`config.mk`:
```
export PLATFORM = sky130hd
export DESIGN_NAME = rle_run_encoder
export DESIGN_NICKNAME = d
export VERILOG_FILES = /design/src/rtl/rle_pkg.sv /design/src/rtl/rle_sat_counter.sv /design/src/rtl/rle_run_encoder.sv
export SDC_FILE = /design/constraint.sdc
export NUM_CORES = 1
export LEC_CHECK = 0
export BUFFER_PORTS_ARGS = -buffer_cell sky130_fd_sc_hd__buf_2
export CORE_MARGIN = 5
export CORE_UTILIZATION = 45
export DETAILED_ROUTE_END_ITERATION = 8
export PLACE_DENSITY = 0.72
export SLEW_MARGIN = 20
export SYNTH_ARGS = -nofsm -noshare
export SYNTH_HDL_FRONTEND = slang
export SYNTH_SLANG_ARGS = --single-unit
```
`constraint.sdc`:
```
create_clock -name CLK -period 1.84 [get_ports CLK]
set_clock_uncertainty 0.05 [all_clocks]
set_input_delay 0.184 -clock CLK [delete_from_list [all_inputs] [get_ports CLK]]
set_output_delay 0.184 -clock CLK [all_outputs]
set_load 0.05 [all_outputs]
```
`src/rtl/rle_pkg.sv`:
```
// Shared constants and state type for the run-length encoder/decoder pair.
package rle_pkg;

  localparam int RUN_W    = 10;
  localparam int NUM_RUNS = 3;

  // Largest count a run may hold; the count stops here silently.
  localparam logic [RUN_W-1:0] SAT_MAX    = RUN_W'(1022);
  // Marks a run slot that was never started; the decoder never reaches it.
  localparam logic [RUN_W-1:0] EMPTY_CODE = RUN_W'(1023);

  typedef enum logic [1:0] {
    IDLE,
    RUN,
    DRAIN,
    PUBLISH
  } rle_enc_state_t;

endpackage

```
`src/rtl/rle_sat_counter.sv`:
```
// Loadable up-counter that sticks at SAT_MAX instead of wrapping.
module rle_sat_counter
  import rle_pkg::*;
(
  input  logic             CLK,
  input  logic             reset_n,
  input  logic             load,
  input  logic [RUN_W-1:0] load_val,
  input  logic             inc,
  output logic [RUN_W-1:0] cnt
);

  logic [RUN_W-1:0] r_cnt;

  // Load has priority over increment; increments past SAT_MAX are dropped.
  always_ff @(posedge CLK or negedge reset_n) begin
    if (!reset_n) begin
      r_cnt <= '0;
    end else if (load) begin
      r_cnt <= load_val;
    end else if (inc && (r_cnt < SAT_MAX)) begin
      r_cnt <= r_cnt + 1'b1;
    end
  end

  assign cnt = r_cnt;

endmodule

```
`src/rtl/rle_run_encoder.sv`:
```
// Turns a per-pixel binary mask frame into three alternating run lengths
// (0s, 1s, 0s) and publishes them with a one-cycle new_im strobe.
module rle_run_encoder
  import rle_pkg::*;
(
  input  logic             CLK,
  input  logic             reset_n,
  input  logic             pixel_valid,
  input  logic             pixel_bit,
  input  logic             sop,
  input  logic             eop,
  output logic [RUN_W-1:0] stream1,
  output logic [RUN_W-1:0] stream2,
  output logic [RUN_W-1:0] stream3,
  output logic             new_im,
  output logic             overflow,
  output logic             busy
);

  rle_enc_state_t                      r_state;
  logic [1:0]                          r_idx;
  logic                                r_curSym;
  logic [NUM_RUNS-1:0][RUN_W-1:0]      r_run;
  logic                                r_ovfPend;
  logic                                r_pubStage;

  logic [RUN_W-1:0] w_cnt;
  logic             w_acceptSop;
  logic             w_runPix;
  logic             w_sameSym;
  logic             w_cntLoad;
  logic             w_cntInc;

  // A sop is honoured in every state except the single PUBLISH cycle.
  assign w_acceptSop = pixel_valid && sop && (r_state != PUBLISH);
  assign w_runPix    = pixel_valid && !sop && (r_state == RUN);
  assign w_sameSym   = (pixel_bit == r_curSym);
  assign w_cntLoad   = w_acceptSop || (w_runPix && !w_sameSym && (r_idx != 2'd2));
  assign w_cntInc    = w_runPix && w_sameSym;

  rle_sat_counter u_cnt (
    .CLK      (CLK),
    .reset_n  (reset_n),
    .load     (w_cntLoad),
    .load_val (RUN_W'(1)),
    .inc      (w_cntInc),
    .cnt      (w_cnt)
  );

  // Frame FSM plus the publish stage: PUBLISH folds the open run into its
  // slot, and the edge after it copies the slots onto the outputs.
  always_ff @(posedge CLK or negedge reset_n) begin
    if (!reset_n) begin
      r_state    <= IDLE;
      r_idx      <= 2'd0;
      r_curSym   <= 1'b0;
      r_run      <= {NUM_RUNS{EMPTY_CODE}};
      r_ovfPend  <= 1'b0;
      r_pubStage <= 1'b0;
      stream1    <= EMPTY_CODE;
      stream2    <= EMPTY_CODE;
      stream3    <= EMPTY_CODE;
      new_im     <= 1'b0;
      overflow   <= 1'b0;
      busy       <= 1'b0;
    end else begin
      new_im     <= 1'b0;
      r_pubStage <= 1'b0;

      if (r_pubStage) begin
        stream1  <= r_run[0];
        stream2  <= r_run[1];
        stream3  <= r_run[2];
        overflow <= r_ovfPend;
        new_im   <= 1'b1;
      end

      if (w_acceptSop) begin
        r_run     <= {NUM_RUNS{EMPTY_CODE}};
        r_ovfPend <= 1'b0;
        busy      <= 1'b1;
        if (pixel_bit) begin
          r_run[0] <= '0;
          r_idx    <= 2'd1;
          r_curSym <= 1'b1;
        end else begin
          r_idx    <= 2'd0;
          r_curSym <= 1'b0;
        end
        r_state <= eop ? PUBLISH : RUN;
      end else begin
        case (r_state)
          IDLE: begin
          end
          RUN: begin
            if (pixel_valid) begin
              if (!w_sameSym) begin
                r_run[r_idx] <= w_cnt;
                if (r_idx == 2'd2) begin
                  r_ovfPend <= 1'b1;
                  r_state   <= eop ? PUBLISH : DRAIN;
                end else begin
                  r_idx    <= r_idx + 2'd1;
                  r_curSym <= ~r_curSym;
                  if (eop) r_state <= PUBLISH;
                end
              end else if (eop) begin
                r_state <= PUBLISH;
              end
            end
          end
          DRAIN: begin
            if (pixel_valid && eop) r_state <= PUBLISH;
          end
          PUBLISH: begin
            if (!r_ovfPend) r_run[r_idx] <= w_cnt;
            r_pubStage <= 1'b1;
            r_state    <= IDLE;
            busy       <= 1'b0;
          end
          default: r_state <= IDLE;
        endcase
      end
    end
  end

endmodule

```
**Word level (Yosys, flattened, before mapping)**

Index checks and enable logic that the tools add are counted.

- Multiply operators: 0
- Equal/unequal tests: 13
- Divide/modulo/power cells: 0
- $lt $le $gt $ge: 3
- Reduce and logical (&&, ||, !) cells: 24
- $add $sub $neg: 2
- Muxes and demuxes: 42
- Bitwise operators: 1
- Shift operators: 0

Operator list:

| cell | number |
|---|---|
| $mux 30 | 4 |
| $pmux 30 s2 | 1 |
| $mux 10 | 4 |
| $bwmux 30 | 1 |
| $mux 2 | 12 |
| $demux 10 s2 | 1 |
| $mux 1 | 18 |
| $ne 3x3->1 const B | 4 |
| $reduce_and 4->1 | 3 |
| $add 10x1->10 const B | 1 |
| $logic_and 1x1->1 | 10 |
| $lt 10x10->1 const B | 1 |
| $reduce_bool 2->1 | 5 |
| $ne 2x2->1 const B | 4 |
| $eq 2x2->1 const B | 3 |
| $pmux 2 s3 | 1 |
| $reduce_bool 4->1 | 1 |
| $lt 2x3->1 const B | 1 |
| $reduce_and 3->1 | 1 |
| $reduce_bool 3->1 | 1 |
| $add 2x1->2 const B | 1 |
| $eq 2x1->1 const B | 1 |
| $ge 2x1->1 const B | 1 |
| $logic_not 1->1 | 2 |
| other kinds (3) | 3 |

- Bits in latches: 0
- Logic and storage cells: 100
- Memory bits (read-only): 0
- Memory bits (writable): 0
- Bits in registers: 80
- Memories kept: 0
- Input bits: 6
- Output and inout bits: 33

**Depth between registers and ports, before layout**

Gate-level depths: netlist of run 1.

- Depth after elaboration: 9
- Mapped depth: 7
- Gate-level depth less buffers: 6

**Modules after synthesis**

From an unflattened synthesis of run 1, not the netlist that was laid out.

- Cells, all modules: 305
- Area total of the unflattened synthesis: 3699.8 um^2

By module, submodules not included:

| module | instances | cells an instance | sequential area each (um^2) | area an instance (um^2) |
|---|---|---|---|---|
| rle_run_encoder | 1 | 241 | 1826.8 | 3100.5 |
| rle_sat_counter | 1 | 64 | 250.2 | 599.3 |

**Least setup slack after synthesis of run 1**

No wires, ideal clock.

- Kind: reg-to-reg
- From: register r_state[1]
- To: register u_cnt.r_cnt[5], in the netlist u_cnt.cnt[5]
- Path slack: 0.171 ns
- Data required time: 1.713 ns
- Data arrival time: 1.541 ns
- Period minus slack after synthesis: 1.669 ns
- Buffers on the path: 1
- Cell stages (with the launch flop): 6
- Setup time: 0.077 ns
- Cell sequence: dfrtp_1 > buf_6 > and3b_2 > nand4_1 > or4_1 > a21oi_1

- Word-level cells in the longest chain between the ends: 6
- Elaborated cells on any way between the ends: 11
- Those cells by class: eq/ne: 2; mux: 1; reduce/logical: 8

RTL lines:

| item | line | text |
|---|---|---|
| start: declaration | rle_run_encoder.sv:20 | `rle_enc_state_t r_state;` |
| start signal: assignment | rle_run_encoder.sv:90 | `r_state <= eop ? PUBLISH : RUN;` |
| start signal: assignment | rle_run_encoder.sv:101 | `r_state <= eop ? PUBLISH : DRAIN;` |
| $eq 2x1->1 | rle_run_encoder.sv:36 | `assign w_runPix = pixel_valid && !sop && (r_state == RUN);` |
| $logic_and 1x1->1 | rle_run_encoder.sv:36 |  |
| $logic_and 1x1->1 (2 in a row) | rle_run_encoder.sv:38 | `assign w_cntLoad = w_acceptSop \|\| (w_runPix && !w_sameSym && (r_idx != 2'd2));` |
| $logic_or 1x1->1 | rle_run_encoder.sv:38 |  |
| $mux 10 or $reduce_bool 2->1 (tied branches) | - |  |
| end signal: assignment | rle_sat_counter.sv:20 | `r_cnt <= load_val;` |
| end signal: assignment | rle_sat_counter.sv:22 | `r_cnt <= r_cnt + 1'b1;` |
| end: declaration | rle_sat_counter.sv:13 | `logic [RUN_W-1:0] r_cnt;` |

Parallel ways exist; a longest one is shown, timed or not.
A chain may end at the register's enable or synchronous reset.

**Worst setup path in the final report of run 1**

- From: register r_curSym
- To: register r_run[28] (netlist bit)

- Word-level cells in the longest chain between the ends: 3

RTL lines:

| item | line | text |
|---|---|---|
| start: declaration | rle_run_encoder.sv:22 | `logic r_curSym;` |
| start signal: assignment | rle_run_encoder.sv:104 | `r_curSym <= ~r_curSym;` |
| $eq 1x1->1 | rle_run_encoder.sv:37 | `assign w_sameSym = (pixel_bit == r_curSym);` |
| $ne 3x3->1 (no source line) | - |  |
| $reduce_and 4->1 (no source line) | - |  |
| end signal: assignment | rle_run_encoder.sv:57 | `r_run <= {NUM_RUNS{EMPTY_CODE}};` |
| end signal: assignment | rle_run_encoder.sv:79 | `r_run <= {NUM_RUNS{EMPTY_CODE}};` |
| end signal: indexed assignment | rle_run_encoder.sv:98 | `r_run[r_idx] <= w_cnt;` |
| end: declaration | rle_run_encoder.sv:23 | `logic [NUM_RUNS-1:0][RUN_W-1:0] r_run;` |

Every way passes these cells.

==> results.sh, run 1 <==
export IMPL_finalCriticalPeriod_ns=1.81
export IMPL_rows=32
export IMPL_timing_setup_critical_path_class="reg -> reg"
export IMPL_clk_latency_ns=0.35
export IMPL_htree_levels=3
export IMPL_ys_warn_count=0
export IMPL_power_leakage_nw=1.82
export IMPL_drtIter0Drc=124
export IMPL_synthAdderAreaFrac_pct=1.40
export IMPL_maxCapViolCount=0
export IMPL_hold_violations=0
export IMPL_antenna_found_initial=0
export IMPL_root_buffer="clkbuf_8"
export IMPL_io_pins=39
export IMPL_power_density_mw_per_mm2=2010
export IMPL_syn_inst=279
export IMPL_placedCellCount=419
export IMPL_synthXorXnorAreaFrac_pct=0.698
export IMPL_postLayoutCoreUtil_pct=55.1
export IMPL_crit_path_max_incr_delay_ns=0.46
export IMPL_ant_nets=0
export IMPL_synth_largest_area_cell="dfstp_2"
export IMPL_drive_gt1_share_pct=56.1
export IMPL_drc=0
export IMPL_critPathArrivalTime_ns=2.03
export IMPL_cpMostUsedCell="buf_4"
export IMPL_drt_total_wl_um=7370
export IMPL_clk_pin_slew_ns=0.08
export IMPL_synth_cell_area_sq_mm=0.00359
export IMPL_rsz0062_at_grt="true"
export IMPL_crit_chain="xnor2_4 -> buf_4 -> o221ai_4 -> buf_4 -> and3_1 -> a211o_1"
export IMPL_fill_cells=649
export IMPL_run_status="completed"
export IMPL_finalNetCount=342
export IMPL_post_route_period_util_pct=98.3
export IMPL_start_kind="flip-flop"
export IMPL_vias_per_cell=5.67
export IMPL_yosys_register_bits=80
export IMPL_cts_made_buffers=9
export IMPL_critPathCaptureType="flip-flop"
export IMPL_critPathMaxFanout=8
export IMPL_dp_slack_ns=-0.00300
export IMPL_die_x_um=99.3
export IMPL_avgSynthCellArea_sq_um=12.9
export IMPL_synth_compound_area_share_pct=15.1
export IMPL_n_antenna_cell=0
export IMPL_place_congestion=0.790
export IMPL_synth_mux_area_share_pct=10.0
export IMPL_avgRoutedWirePerCell_um=16.8
export IMPL_initial_core_util_pct=46.4
export IMPL_grt_pass1_wl_um=12000
export IMPL_core_sq_mm=0.00773
export IMPL_grt_max_degree=44
export IMPL_synth_edf_count=0
export IMPL_fin_cells=439
export IMPL_cp_slowest_cell="dfrtp_2"
export IMPL_chipHeight_um=99.3
export IMPL_slew_viol_final=0
export IMPL_syn_num_nets=289
export IMPL_synth_flop_cell="dfstp_2"
export IMPL_worst_pin_slew_ns=0.539
export IMPL_synth_simple_area_share_pct=11.7
export IMPL_synth_top_family_by_area="compound AO/OA/AOI/OAI gates"
export IMPL_grt_pass1_vias=2455
export IMPL_overflow=0
export IMPL_cp_required_ns=2.06
export IMPL_async_flop_share_pct=100
export IMPL_relSlewSlack_pct=64.1
export IMPL_synthDistinctLibCells=47
export IMPL_synth_top_area_share_pct=44.0
export IMPL_syn_to_final_growth_pct=18.8
export IMPL_setup_viol=0
export IMPL_vias=2489
export IMPL_hpwl_um=5030
export IMPL_dr_pass1_iters=4
export IMPL_hold_ws_ns=0.148
export IMPL_cts_tree="yes"
export IMPL_ys_seq_area_share_pct=57.9
export IMPL_portBuffers=38
export IMPL_worst_slack_ns=0.0316
export IMPL_synth_area_leaders="dfstp_2, dfrtp_1, mux2_2, a211o_1, and3_1"
export IMPL_vdd_drop_max_v=0.000966
export IMPL_finalPower_mw=8.56
export IMPL_fmax_ghz=0.553
export IMPL_die_area_sq_mm=0.00985
export IMPL_min_path_type="in -> reg"
export IMPL_grt_usage_pct=15.2
export IMPL_clkSinkCount=80
export IMPL_clockBufferDepth=2
[cell type report]
type,instances,area [sq um],share of cell area (%)
Sequential cell,80,2080,48.9
Multi-Input combinational cell,175,1430,33.5
Timing Repair Buffer,61,378,8.87
Clock inverter,6,90.1,2.12
Inverter,5,18.8,0.441
Clock buffer,10,138,3.23
Tap cell,102,128,3.00
[cell usage after synthesis (all sizes together) (2+ instances only)]
cell,number
nor2b,2
mux2,31
o21ai,5
a31oi,2
nor2,6
nand3,5
a21oi,13
nand2,14
inv,5
clkbuf,8
nand4,5
a211o,20
buf,11
dfrtp,20
and4,3
ha,4
dfstp,60
or4,6
o211ai,2
and2,2
o31ai,4
o221a,11
and3,22
[cell families (layout without fill, tap and decap cells)]
kind of cell / count (synthesis) / in the layout
adder cells (fa/ha/maj): 4 / 4
multiplexers: 32 / 32
XOR/XNOR: 2 / 2
buffers and inverters: 24 / 82
AND/OR/NAND/NOR: 70 / 70
flip-flops: 80 / 80
AO/OA/AOI/OAI: 67 / 67
[power by group]
part,internal (mW),switching (mW),leakage [nW]
sequential,2.95,0.455,0.889
clock,0.806,0.645,0.109
combinational,1.37,2.32,0.819
total,5.13,3.42,1.82
[routing by layer]
layer  track usage [%]  wire (um)
met1              21.0       3440
met2              23.7       3520
met3              3.02        355
met4              5.99         52
met5                 0          0
[per-stage QoR]
| stage | instance area (sq um) | TNS [ns] |
|---|---|---|
| floorplan | 3590 | 0 |
| global placement | 3970 | 0 |
| detailed placement | 3970 | -0.00322 |
| CTS | 4230 | 0 |
| global route | 4260 | -0.218 |
| finish | 4260 | 0 |
[timing repair]
item	in CTS	in global routing
resized for setup	2	5
cloned	0	0
pin swaps	0	5
endpoints found under the setup margin	5	14
hold endpoints to repair	7	0
hold buffers	1	0
setup buffers	0	3
[registers in the layout, summed over array words and instances (netlist names)]
name	count
busy	1
new_im	1
overflow	1
r_curSym	1
r_idx	2
r_ovfPend	1
r_pubStage	1
r_run	30
r_state	2
stream1	10
stream2	10
stream3	10
u_cnt.cnt	10
[placed cells by master (no fill, tap or decap), drive strengths merged, types with 2 or more instances in the layout]
master,n
dfstp,60
buf,59
mux2,31
and3,22
a211o,20
dfrtp,20
nand2,14
a21oi,13
o221a,11
clkbuf,11
inv,7
nor2,6
or4,6
o21ai,5
nand3,5
nand4,5
o31ai,4
ha,4
and4,3
nor2b,2
o211ai,2
and2,2
a31oi,2
clkinvlp,2
bufinv,2
[worst max-delay path, delay by kind of cell (launching register included)]
| family | cells | cell delay, ns |
|---|---|---|
| buf+inv | 2 | 0.37 |
| simple gates | 1 | 0.19 |
| flops | 1 | 0.46 |
| compound gates | 2 | 0.45 |
| xor+xnor | 1 | 0.23 |
[worst paths after layout]
check	startpoint	endpoint	slack, ns	cells past startpoint
setup / recovery	r_curSym	r_run[28]	0.03	6
hold / removal	sop	r_state[1]	0.15	2
setup reg to reg	r_curSym	r_run[28]	0.03	6
hold reg to reg	busy	busy	0.44	2
max in group asynchronous	reset_n	r_run[16]	0.77	3
min in group asynchronous	reset_n	new_im	0.32	2
Power figures use the tool's default switching activity.
==> run 2, diff against run 1 <==
--- a/config.mk
+++ b/config.mk
@@ -5,11 +5,12 @@
 export SDC_FILE = /design/constraint.sdc
 export NUM_CORES = 1
 export LEC_CHECK = 0
-export BUFFER_PORTS_ARGS = -buffer_cell sky130_fd_sc_hd__buf_2
 export CORE_MARGIN = 5
 export CORE_UTILIZATION = 45
 export DETAILED_ROUTE_END_ITERATION = 8
-export PLACE_DENSITY = 0.72
+export DONT_BUFFER_PORTS = 1
+export PLACE_DENSITY = 0.68
+export RECOVER_POWER = 100
 export SLEW_MARGIN = 20
 export SYNTH_ARGS = -nofsm -noshare
 export SYNTH_HDL_FRONTEND = slang
==> run 2 against run 1 <==
Against the previous run:
- critical path depth is 2 lower
- maximum frequency is 1.1% lower
- register-to-register slack worse by 0.02 ns
- the run now ends with hold timing left
- worst hold slack worse by 0.67 ns
- total power is 7.6% lower
- clock power is 17% lower
- largest cell class unchanged
==> results.sh, run 2 (synthesis results as in run 1) <==
export IMPL_dr_pass1_iters=4
export IMPL_hold_ws_ns=-0.523
export IMPL_chipHeight_um=99.3
export IMPL_root_buffer="clkbuf_8"
export IMPL_fmax_ghz=0.547
export IMPL_cts_made_buffers=9
export IMPL_grt_pass1_wl_um=12600
export IMPL_overflow=0
export IMPL_post_route_period_util_pct=99.4
export IMPL_clk_latency_ns=0.35
export IMPL_critPathCaptureType="flip-flop"
export IMPL_crit_family="compound AO/OA/AOI/OAI gates"
export IMPL_maxCapViolCount=0
export IMPL_cts_tree="yes"
export IMPL_finalPower_mw=7.91
export IMPL_critPathArrivalTime_ns=2.06
export IMPL_worst_pin_slew_ns=0.628
export IMPL_cp_depth=4
export IMPL_crit_chain="xnor2_4 -> nand2_1 -> a311o_2 -> o221a_2"
export IMPL_ant_nets=0
export IMPL_grt_usage_pct=16.0
export IMPL_drt_total_wl_um=7730
export IMPL_final_cell_mix="dfstp_2, mux2_2, and3_1, dfstp_1"
export IMPL_place_area_sq_mm=0.00377
export IMPL_cts_hold_buf=2
export IMPL_drive_gt1_share_pct=42.9
export IMPL_n_antenna_cell=0
export IMPL_grt_pass1_vias=2383
export IMPL_rsz0062_at_grt="true"
export IMPL_setup_viol=0
export IMPL_run_status="finished, violations left"
export IMPL_die_area_sq_mm=0.00985
export IMPL_clk_pin_slew_ns=0.09
export IMPL_drc=0
export IMPL_critPathMaxFanout=6
export IMPL_core_sq_mm=0.00773
export IMPL_drtIter0Drc=159
export IMPL_vdd_drop_max_v=0.00115
export IMPL_initial_core_util_pct=46.4
export IMPL_fill_cells=639
export IMPL_htree_levels=3
export IMPL_relSlewSlack_pct=58.1
export IMPL_multi_input_area_sq_mm=0.00145
export IMPL_top_register="r_run"
export IMPL_fin_area_sq_mm=0.00402
export IMPL_portBuffers=0
export IMPL_finalCriticalPeriod_ns=1.83
export IMPL_slew_viol_final=0
export IMPL_power_leakage_nw=1.64
export IMPL_avgRoutedWirePerCell_um=19.2
export IMPL_cp_required_ns=2.07
export IMPL_finalNetCount=306
export IMPL_rows=32
export IMPL_timing_setup_critical_path_class="reg -> reg"
export IMPL_place_congestion=0.833
export IMPL_hpwl_um=4900
export IMPL_final_common_cell="dfstp_2"
export IMPL_clkSinkCount=80
export IMPL_power_density_mw_per_mm2=1970
export IMPL_start_kind="flip-flop"
export IMPL_setup_tns_final_ns=0
export IMPL_violations="hold timing"
export IMPL_cp_slowest_cell="a311o_2"
export IMPL_vias_per_cell=5.96
export IMPL_min_path_type="in -> async"
export IMPL_crit_path_max_incr_delay_ns=0.50
export IMPL_grt_max_degree=81
export IMPL_clockBufferDepth=2
export IMPL_path_buf_inv=0
export IMPL_vias=2401
export IMPL_hold_violations=80
export IMPL_regArea_sq_mm=0.00208
export IMPL_antenna_found_initial=0
export IMPL_die_x_um=99.3
export IMPL_largest_register_ffs=30
export IMPL_r2r_cells=4
export IMPL_syn_to_final_growth_pct=12.2
export IMPL_io_pins=39
[run 2: path summary, 6_finish.rpt]
check,to,startpoint,slack [ns]
max,r_run[1],r_curSym,0.01
min,r_idx[1],reset_n,-0.52
max reg2reg,r_run[1],r_curSym,0.01
min reg2reg,u_cnt.cnt[8],u_cnt.cnt[8],0.52
max in group asynchronous,r_run[8],reset_n,2.05
min in group CLK,u_cnt.cnt[1],sop,0.02
[run 2: per-layer routing]
metal	routed length (um)	global-route usage (%)	part of all wire (%)
met1	3500	22.3	45
met2	3670	24.1	48
met3	443	3.86	5.7
met4	114	6.20	1.5
met5	0	0	0
[run 2: metrics by stage]
| stage | hold slack (ns) | util [%] | instances | setup slack [ns] |
|---|---|---|---|---|
| final | -0.523 | 52.1 | 403 | 0.0105 |
| after CTS | -0.546 | 51.4 | 400 | 0.0294 |
| after global placement | -0.157 | 48.8 | 382 | 0.0674 |
| after global routing | -0.543 | 52.1 | 403 | -0.0440 |
| after detailed placement | -0.156 | 48.8 | 382 | 0.00216 |
| after floorplan | -0.162 | - | 279 | 0.171 |
[run 2: what timing repair did]
item | CTS | global route
pin swaps | 0 | 2
hold endpoints to repair | 83 | 80
endpoints found under the setup margin | 7 | 20
setup buffers | 0 | 2
gates cloned | 0 | 1
resized for setup | 1 | 8
[run 2: layout make-up]
cell class	count	share of cell area, %
inverters	5	0.467
flip-flops and latches	80	51.6
clock buffers	9	3.08
well taps	102	3.17
clock inverters	7	1.37
multi-input cells	176	36.0
repair buffers	24	4.23
[run 2: power breakdown]
group	internal (mW)	switching [mW]	leakage, nW
Combinational	1.07	1.00	0.681
Clock	0.501	0.694	0.0862
Sequential	2.92	1.72	0.873
==> run 3, diff against run 2 <==
--- a/config.mk
+++ b/config.mk
@@ -5,10 +5,13 @@
 export SDC_FILE = /design/constraint.sdc
 export NUM_CORES = 1
 export LEC_CHECK = 0
+export ABC_AREA = 1
+export CORE_ASPECT_RATIO = 0.7
 export CORE_MARGIN = 5
 export CORE_UTILIZATION = 45
 export DETAILED_ROUTE_END_ITERATION = 8
 export DONT_BUFFER_PORTS = 1
+export GPL_TIMING_DRIVEN = 0
 export PLACE_DENSITY = 0.68
 export RECOVER_POWER = 100
 export SLEW_MARGIN = 20
==> run 3 against run 2 <==
Against the previous run:
- the run still ends with hold timing left
- sequential cell count did not move
- via count grew 3.6%
- count of clock-buffer cells in the layout rose by 1
- critical path type unchanged
- sequential power shrank 5.2%
- synthesized cell count grew 34%
- sequential share of layout area down 1.3 points
- cell count rose by 22%
- die area is 4.4% higher
- critical endpoint is now u_cnt.cnt[5]
- total power up 5.7%
- worst hold slack improved by 0.016 ns
- core utilization down 0.50 points
- combinational power is 9% higher
==> results.sh, run 3 <==
export IMPL_top_register="r_run"
export IMPL_endpoint="u_cnt.cnt[5]"
export IMPL_setup_tns_final_ns=0
export IMPL_r2r_cells=7
export IMPL_ys_warn_count=0
export IMPL_cts_made_buffers=9
export IMPL_r2r_slack_ns=0.20
export IMPL_async_flop_share_pct=100
export IMPL_vdd_drop_max_v=0.000556
export IMPL_setup_viol=0
export IMPL_synth_top_area_share_pct=42.0
export IMPL_place_congestion=0.862
export IMPL_hpwl_um=5470
export IMPL_drive_gt1_share_pct=27.0
export IMPL_chipHeight_um=86.4
export IMPL_htree_levels=3
export IMPL_startpoint="r_state[0]"
export IMPL_start_kind="flip-flop"
export IMPL_synth_largest_area_cell="dfstp_2"
export IMPL_synth_edf_count=0
export IMPL_grt_max_degree=81
export IMPL_final_cell_mix="nand2_1, inv_1, dfstp_2, dfstp_1, mux2_2"
export IMPL_core_sq_mm=0.00801
export IMPL_cp_depth=7
export IMPL_worst_slack_ns=0.199
export IMPL_fin_area_sq_mm=0.00413
export IMPL_grt_pass1_wl_um=13000
export IMPL_rr_endpoint="u_cnt.cnt[5]"
export IMPL_dr_pass1_iters=4
export IMPL_critPathArrivalTime_ns=1.81
export IMPL_vias=2488
export IMPL_post_synth_top_count_cell="nand2_1"
export IMPL_fin_cells=490
export IMPL_syn_inst=373
export IMPL_critPathMaxFanout=10
export IMPL_antenna_found_initial=0
export IMPL_cp_slowest_cell="dfrtp_1"
export IMPL_post_route_period_util_pct=89.2
export IMPL_dp_slack_ns=0.342
export IMPL_cp_required_ns=2.01
export IMPL_avgSynthCellArea_sq_um=10.1
export IMPL_drc=0
export IMPL_synthDistinctLibCells=29
export IMPL_portBuffers=0
export IMPL_synth_cell_area_sq_mm=0.00375
export IMPL_synth_flop_cell="dfstp_2"
export IMPL_synth_area_leaders="dfstp_2, dfrtp_1, nand2_1, mux2_2, inv_1"
export IMPL_synth_common_cells="nand2_1, dfstp_2, inv_1"
export IMPL_min_path_type="in -> async"
export IMPL_cpMostUsedCell="nand2_1"
export IMPL_n_antenna_cell=0
export IMPL_crit_path_max_incr_delay_ns=0.40
export IMPL_yosys_register_bits=80
export IMPL_largest_register_ffs=30
export IMPL_ys_seq_area_share_pct=55.4
export IMPL_worst_pin_slew_ns=0.578
export IMPL_drt_total_wl_um=7530
export IMPL_relSlewSlack_pct=61.5
export IMPL_critPathCaptureType="flip-flop"
export IMPL_violations="hold timing"
export IMPL_syn_num_nets=383
export IMPL_rows=27
export IMPL_syn_to_final_growth_pct=10.1
export IMPL_clkSinkCount=80
export IMPL_path_buf_inv=1
export IMPL_clockBufferDepth=2
export IMPL_place_area_sq_mm=0.00388
export IMPL_run_status="finished, violations left"
export IMPL_drtIter0Drc=103
export IMPL_placedCellCount=474
export IMPL_hold_ws_ns=-0.507
export IMPL_clk_pin_slew_ns=0.06
export IMPL_ant_nets=0
export IMPL_grt_usage_pct=15.9
export IMPL_final_common_cell="nand2_1"
export IMPL_timing_setup_critical_path_class="reg -> reg"
export IMPL_post_cts_buffers=0
export IMPL_finalCriticalPeriod_ns=1.64
export IMPL_initial_core_util_pct=46.8
export IMPL_grt_pass1_vias=2457
export IMPL_finalPower_mw=8.36
export IMPL_io_pins=39
export IMPL_cts_resized=0
export IMPL_r2r_start="r_state[0]"
export IMPL_hold_violations=80
export IMPL_root_buffer="clkbuf_16"
export IMPL_power_density_mw_per_mm2=2030
export IMPL_postLayoutCoreUtil_pct=51.6
export IMPL_avgRoutedWirePerCell_um=15.4
export IMPL_maxCapViolCount=0
export IMPL_slew_viol_final=0
export IMPL_overflow=0
export IMPL_die_x_um=119
export IMPL_finalNetCount=394
export IMPL_crit_chain="nand2_1 -> nand2_1 -> nand2_1 -> nand2_4 -> buf_6 -> nand4_1 -> nand2_1"
export IMPL_vias_per_cell=5.08
export IMPL_clk_latency_ns=0.33
export IMPL_crit_family="simple AND/OR/NAND/NOR gates"
export IMPL_fmax_ghz=0.609
export IMPL_rsz0062_at_grt="false"
export IMPL_power_leakage_nw=1.86
export IMPL_die_area_sq_mm=0.0103
export IMPL_cts_tree="yes"
==> run 3: changes by cell type after synthesis, moves of 11 or more <==
| cell | delta |
|---|---|
| o21ai_1 | +20 |
| o221a_2 | -11 |
| and3_1 | -22 |
| a211o_1 | -20 |
| nand3_1 | +13 |
| nand2_1 | +86 |
| inv_1 | +35 |
| o21ai_2 | +13 |
==> run 3: how the worst min path moves through the flow <==
stage / slack, ns / to / cells after the start
after floorplan: -0.16 / busy / 0
after global placement: -0.16 / r_state[1] / 0
after detailed placement: -0.16 / r_state[1] / 0
after CTS: -0.52 / r_state[1] / 0
after global routing: -0.53 / r_state[1] / 0
final: -0.51 / r_state[1] / 0
==> run 3: logic make-up after synthesis <==
family	synth area share, %
AND/OR/NAND/NOR	18.8
buffers and inverters	7.47
adder cells (fa/ha/maj)	1.33
flip-flops	55.4
multiplexers	9.01
XOR/XNOR	0.234
AO/OA/AOI/OAI	7.74
==> run 3: report_power, final <==
group          total, mW  internal [mW]  leakage (nW)  switching [mW]
clock network       1.70          0.969         0.134           0.734
logic               2.26          0.962         0.843            1.30
registers           4.40           2.81         0.879            1.59
total               8.36           4.74          1.86            3.62
==> run 3: cell type report <==
class,count,area [sq um]
buffer,14,115
clock buffer,10,239
clock inverter,6,51.3
fill,736,3880
inverter,43,161
multi-input combinational,236,1360
sequential,80,2080
tap,101,126
==> run 3: metal layers <==
layer | GRT usage [%] | wire length (um) | vias to the layer above
li1 | - | - | 1232
met1 | 22.4 | 3790 | 1200
met3 | 5.81 | 380 | 8
met4 | 3.15 | 61 | 0
met5 | 0 | 0 | -
met2 | 23.7 | 3300 | 48
